--- config.mk ---
export PLATFORM = sky130hd
export DESIGN_NAME = relu_maxpool2
export DESIGN_NICKNAME = d
export VERILOG_FILES = /design/src/rtl/cnn_pkg.sv /design/src/rtl/pool_linebuf.sv /design/src/rtl/relu_maxpool2.sv
export SDC_FILE = /design/constraint.sdc
export NUM_CORES = 2
export LEC_CHECK = 0
export BUFFER_PORTS_ARGS = -buffer_cell sky130_fd_sc_hd__buf_2
export CAP_MARGIN = 20
export CORE_MARGIN = 5
export CORE_UTILIZATION = 55
export DETAILED_ROUTE_END_ITERATION = 8
export GPL_ROUTABILITY_DRIVEN = 0
export HOLD_SLACK_MARGIN = 0.12
export PLACE_DENSITY = 0.72
export SETUP_SLACK_MARGIN = 0.2
export SYNTH_ARGS = -nofsm -noshare
export SYNTH_HDL_FRONTEND = slang
export SYNTH_SLANG_ARGS = --single-unit
--- constraint.sdc ---
create_clock -name clk -period 33.5 [get_ports clk]
set_input_delay 1.675 -clock clk [delete_from_list [all_inputs] [get_ports clk]]
set_output_delay 1.675 -clock clk [all_outputs]
set_load 0.03 [all_outputs]
--- src/rtl/cnn_pkg.sv ---
// rtl/cnn_pkg.sv - shared constants and pixel type for the CNN pooling stage
package cnn_pkg;

  localparam int DATA_W    = 15;
  localparam int NUM_CH    = 9;
  localparam int IMG_W_DEF = 24;
  localparam int IMG_H_DEF = 24;

  typedef logic signed [DATA_W-1:0] pixel_t;

endpackage

--- src/rtl/pool_linebuf.sv ---
// rtl/pool_linebuf.sv - half-width line buffer holding the horizontal maxima of an even row
module pool_linebuf #(
  parameter int DEPTH = 12,
  parameter int WIDTH = 135,
  localparam int AW   = (DEPTH > 1) ? $clog2(DEPTH) : 1
) (
  input  logic             clk,
  input  logic             we_i,
  input  logic [AW-1:0]    waddr_i,
  input  logic [WIDTH-1:0] wdata_i,
  input  logic [AW-1:0]    raddr_i,
  output logic [WIDTH-1:0] rdata_o
);

  // No reset: every entry is written on the even row before the odd row reads it.
  logic [WIDTH-1:0] mem_q [DEPTH];

  always_ff @(posedge clk) begin
    if (we_i) begin
      mem_q[waddr_i] <= wdata_i;
    end
  end

  assign rdata_o = mem_q[raddr_i];

endmodule

--- src/rtl/relu_maxpool2.sv ---
// rtl/relu_maxpool2.sv - 9-channel 2x2 stride-2 signed max-pool over a raster pixel stream
// Define POOL_RELU_EN to clamp negative samples to zero before pooling.
module relu_maxpool2 #(
  parameter int IMG_W  = cnn_pkg::IMG_W_DEF,
  parameter int IMG_H  = cnn_pkg::IMG_H_DEF,
  parameter int DATA_W = cnn_pkg::DATA_W
) (
  input  logic                     clk,
  input  logic                     rst_n,
  input  logic signed [DATA_W-1:0] conv_in_1,
  input  logic signed [DATA_W-1:0] conv_in_2,
  input  logic signed [DATA_W-1:0] conv_in_3,
  input  logic signed [DATA_W-1:0] conv_in_4,
  input  logic signed [DATA_W-1:0] conv_in_5,
  input  logic signed [DATA_W-1:0] conv_in_6,
  input  logic signed [DATA_W-1:0] conv_in_7,
  input  logic signed [DATA_W-1:0] conv_in_8,
  input  logic signed [DATA_W-1:0] conv_in_9,
  input  logic                     valid_in,
  output logic signed [DATA_W-1:0] pool_out_1,
  output logic signed [DATA_W-1:0] pool_out_2,
  output logic signed [DATA_W-1:0] pool_out_3,
  output logic signed [DATA_W-1:0] pool_out_4,
  output logic signed [DATA_W-1:0] pool_out_5,
  output logic signed [DATA_W-1:0] pool_out_6,
  output logic signed [DATA_W-1:0] pool_out_7,
  output logic signed [DATA_W-1:0] pool_out_8,
  output logic signed [DATA_W-1:0] pool_out_9,
  output logic                     valid_out,
  output logic                     frame_done
);

  import cnn_pkg::*;

  localparam int CW       = (IMG_W > 1) ? $clog2(IMG_W) : 1;
  localparam int RW       = (IMG_H > 1) ? $clog2(IMG_H) : 1;
  localparam int LB_DEPTH = IMG_W / 2;
  localparam int AW       = (LB_DEPTH > 1) ? $clog2(LB_DEPTH) : 1;
  localparam int LB_W     = NUM_CH * DATA_W;
  localparam logic [CW-1:0] COL_LAST = CW'(IMG_W - 1);
  localparam logic [RW-1:0] ROW_LAST = RW'(IMG_H - 1);

  logic signed [DATA_W-1:0] x      [NUM_CH];
  logic signed [DATA_W-1:0] r      [NUM_CH];
  logic signed [DATA_W-1:0] h      [NUM_CH];
  logic signed [DATA_W-1:0] lb_rd  [NUM_CH];
  logic signed [DATA_W-1:0] hreg_q [NUM_CH];
  logic signed [DATA_W-1:0] hreg_d [NUM_CH];
  logic signed [DATA_W-1:0] pool_q [NUM_CH];
  logic signed [DATA_W-1:0] pool_d [NUM_CH];

  logic [CW-1:0]   col_q, col_d;
  logic [RW-1:0]   row_q, row_d;
  logic            valid_q, valid_d;
  logic            done_q, done_d;
  logic            lb_we;
  logic [AW-1:0]   lb_addr;
  logic [LB_W-1:0] lb_wdata;
  logic [LB_W-1:0] lb_rdata;

  function automatic logic signed [DATA_W-1:0] smax(input logic signed [DATA_W-1:0] a,
                                                    input logic signed [DATA_W-1:0] b);
    return (a > b) ? a : b;
  endfunction

  assign x[0] = conv_in_1;
  assign x[1] = conv_in_2;
  assign x[2] = conv_in_3;
  assign x[3] = conv_in_4;
  assign x[4] = conv_in_5;
  assign x[5] = conv_in_6;
  assign x[6] = conv_in_7;
  assign x[7] = conv_in_8;
  assign x[8] = conv_in_9;

  // Each pooling window's column pair shares one line-buffer slot.
  assign lb_addr = AW'(col_q >> 1);

  pool_linebuf #(
    .DEPTH (LB_DEPTH),
    .WIDTH (LB_W)
  ) u_linebuf (
    .clk     (clk),
    .we_i    (lb_we),
    .waddr_i (lb_addr),
    .wdata_i (lb_wdata),
    .raddr_i (lb_addr),
    .rdata_o (lb_rdata)
  );

  always_comb begin
    col_d    = col_q;
    row_d    = row_q;
    hreg_d   = hreg_q;
    pool_d   = pool_q;
    valid_d  = 1'b0;
    done_d   = 1'b0;
    lb_we    = 1'b0;
    lb_wdata = '0;

    for (int k = 0; k < NUM_CH; k++) begin
`ifdef POOL_RELU_EN
      r[k] = x[k][DATA_W-1] ? '0 : x[k];
`else
      r[k] = x[k];
`endif
      h[k]     = smax(hreg_q[k], r[k]);
      lb_rd[k] = lb_rdata[k*DATA_W +: DATA_W];
      lb_wdata[k*DATA_W +: DATA_W] = h[k];
    end

    if (valid_in) begin
      if (!col_q[0]) begin
        hreg_d = r;
      end else if (!row_q[0]) begin
        lb_we = 1'b1;
      end else begin
        for (int k = 0; k < NUM_CH; k++) begin
          pool_d[k] = smax(lb_rd[k], h[k]);
        end
        valid_d = 1'b1;
        done_d  = (row_q == ROW_LAST) && (col_q == COL_LAST);
      end

      if (col_q == COL_LAST) begin
        col_d = '0;
        row_d = (row_q == ROW_LAST) ? '0 : row_q + RW'(1);
      end else begin
        col_d = col_q + CW'(1);
      end
    end
  end

  always_ff @(posedge clk or negedge rst_n) begin
    if (!rst_n) begin
      col_q   <= '0;
      row_q   <= '0;
      valid_q <= 1'b0;
      done_q  <= 1'b0;
      for (int k = 0; k < NUM_CH; k++) begin
        hreg_q[k] <= '0;
        pool_q[k] <= '0;
      end
    end else begin
      col_q   <= col_d;
      row_q   <= row_d;
      valid_q <= valid_d;
      done_q  <= done_d;
      hreg_q  <= hreg_d;
      pool_q  <= pool_d;
    end
  end

  assign pool_out_1 = pool_q[0];
  assign pool_out_2 = pool_q[1];
  assign pool_out_3 = pool_q[2];
  assign pool_out_4 = pool_q[3];
  assign pool_out_5 = pool_q[4];
  assign pool_out_6 = pool_q[5];
  assign pool_out_7 = pool_q[6];
  assign pool_out_8 = pool_q[7];
  assign pool_out_9 = pool_q[8];
  assign valid_out  = valid_q;
  assign frame_done = done_q;

endmodule

==> results.toml <==
[placement]
dpl.cell_count = 6882
portBuffers = 274
pre_cts_slack_ps = 27060
hpwl_mm = 105
dpl_cell_area_mm2 = 0.0847

[global_routing]
top_usage_layer = "met2"
met1_usage_pct = 35.2
grt_max_degree = 196
grtUsageMet3_pct = 4.26
grt_pass1_wl_mm = 285
antenna_found_initial = 9
grtUsageTotal_pct = 24.1
grt_pass1_vias = 45745
met2_usage_pct = 37.9
grt_overflow = 0

[yosys]
synthXorXnorAreaFrac_pct = 0.0217
yosysTopAreaCell = "edfxtp_1"
ys_seq_elements = 1902
synthMuxAreaShare_pct = 14.5
yosys-top-cells-count = "edfxtp_1 (1620), nand2_1 (421), mux4_2 (405), o21ai_0 (327), inv_1 (287)"
synth_most_common_cell = "edfxtp_1"
netlist_instances = 4819
synth_top_family_by_area = "multiplexers"
synth.cell_area_mm2 = 0.0809
synth_edf_count = 1620
syn_nets = 5229
synth_ff_type = "edfxtp_1"
synth_compound_area_share_pct = 6.05
seq_area_frac_synth_pct = 68.8
yosysWarnings = 0
netlist_top_cells_area = "edfxtp_1 (60%), mux4_2 (11%), dfrtp_1 (8.7%), ha_1 (4.2%), mux2i_1 (2.2%)"
synth.avg_cell_area_um2 = 16.8
async_flop_share_pct = 14.8
ys_types = 64
synth_top_area_share_pct = 60.1
synthAdderAreaFrac_pct = 4.21
synth_simple_gate_area_share_pct = 3.85

[floorplan]
core_mm2 = 0.146
start_util_pct = 55.4
fp-row-count = 140
die_h_um = 394
die-area_mm2 = 0.155
ioPinCount = 275
die_x_um = 394

[clock_tree]
clk_pin_slew_worst_paths_ps = 60
post_cts.repair.setup_buffers = 0
cts_tree = "yes"
clkSinkCount = 1902
numCtsBuffers = 190
cts.hold.buffers_added = 0
clockBufferDepth = 3
root_buffer = "clkbuf_16"
htreeDepth = 4
cts_resized = 0
clk_latency_ps = 830

[sta]
layout_setup_ws_ps = 27410
skew_ps = 30.7
hold_viol = 0
fmax_ghz = 0.164
finalCritPeriodShare_pct = 18.2
relSlewSlack_pct = 24.7
finalSetupViolCount = 0
setup_tns_ps = 0
fin_crit_ps = 6090
tightest_slew_ps = 1130
rsz0062_at_grt = "false"
slew_violations = 0

[drt]
dr.pass1.iters = 6
via_per_inst = 6.19
drt-initial-drc-count = 4187
vias = 44865
wl_per_cell_um = 25.8
drc = 0
antenna_left = 0
routed_wl_mm = 187

[setup_path]
critical_path_peak_fanout = 64
worstPathRequired_ps = 34260
crit_arrival_ps = 6850
endpoint_kind = "register"
startpoint_type = "register"
reg2reg_depth = 13
crit_type = "reg2reg"

[power]
p_leak_nw = 33.5
vdd_ir_drop_max_mv = 0.0947
p_per_area_mw_per_mm2 = 87.5
total_power_w = 0.00799

[status]
status = "finished, final reports clean"

[final_layout]
postLayoutCellArea_mm2 = 0.0912
layout-drive-gt1-share_pct = 22.7
layout.nets = 5569
area_delta_synth_final_pct = 12.8
stdcell_count = 7247

[job]
max-cap-violations = 0

[min_path]
hold_class = "reg2reg"
min_path_cells = 2
[per-stage QoR]
stage / hold WS, ps / util [%]
floorplan: 470 / -
global placement: 470 / 58.0
detailed placement: 477 / 58.1
CTS: 496 / 62.5
global route: 515 / 62.5
finish: 492 / 62.5
[report_power, final]
group          total (W)  leakage, nW  internal [W]  switching, W
sequential       0.00314         18.3       0.00298      0.000155
clock            0.00219         3.18       0.00128      0.000908
combinational    0.00266         12.0       0.00106       0.00161
[cells by family after synthesis]
kind of cell | Yosys count
AOI/OAI and AO/OA | 775
xor gates and xnor gates | 2
adders and majority gates | 272
buffers and inverters | 521
DFF | 1902
muxes | 648
and+or+nand+nor | 699
[worst max-delay path, stage by stage, from the launching register on]
cell and delay (ps):
dfrtp_4 970, buf_4 730, buf_4 880, mux4_2 380, mux2i_1 70, o21ai_0 500, ha_1 340, nand4_1 170
a21oi_1 70, o31ai_1 370, o211ai_1 210, mux2i_1 180, nor2_1 810, a221o_1 270
[flip-flops by register name, summed over array words and instances, names as in the netlist, 15 cells and up]
name,cells
pool_out_5,15
pool_out_8,15
pool_out_1,15
pool_out_9,15
pool_out_6,15
pool_out_2,15
pool_out_4,15
hreg_q,135
pool_out_7,15
u_linebuf.mem_q,1620
pool_out_3,15
[layout make-up]
cell class | instances | area [µm²]
Clock buffer | 228 | 5120
Clock inverter | 131 | 1370
Inverter | 287 | 1090
Sequential cell | 1902 | 55700
Tap cell | 1917 | 2400
Fill cell | 10139 | 54700
Multi-Input combinational cell | 2396 | 23300
Timing Repair Buffer | 382 | 2290
Antenna cell | 4 | 10.0
[final timing paths]
path                            slack [ps]              to     startpoint
worst max-delay path                 27410   pool_out_2[0]       col_q[2]
worst min-delay path                   490   pool_out_4[3]  pool_out_4[3]
worst max register to register       27410   pool_out_2[0]       col_q[2]
worst min register to register         490   pool_out_4[3]  pool_out_4[3]
max in group asynchronous            29680  pool_out_6[13]          rst_n
min in group asynchronous              840       hreg_q[9]          rst_n
[layout by cell type, fill, tap and decap left out, drive strengths merged, types with 41 or more instances in the layout]
master | Yosys | final
dfrtp | 282 | 282
clkinv | 0 | 85
a21o | 42 | 42
buf | 85 | 382
a21oi | 125 | 125
inv | 287 | 298
edfxtp | 1620 | 1620
nor2 | 79 | 79
nand3 | 56 | 56
o211ai | 41 | 41
nand2 | 421 | 421
mux4 | 405 | 405
mux2i | 178 | 178
mux2 | 65 | 65
nand4 | 44 | 44
a31o | 42 | 42
clkbuf | 149 | 228
o21ai | 329 | 329
ha | 272 | 272
a22o | 68 | 68
[per-layer routing]
metal / vias up / wire [µm]
met5: - / 11
met4: 2 / 5190
met3: 288 / 14400
met2: 1737 / 88600
met1: 23227 / 79000
li1: 19611 / -
No activity file was read; power rests on OpenSTA's default activity.
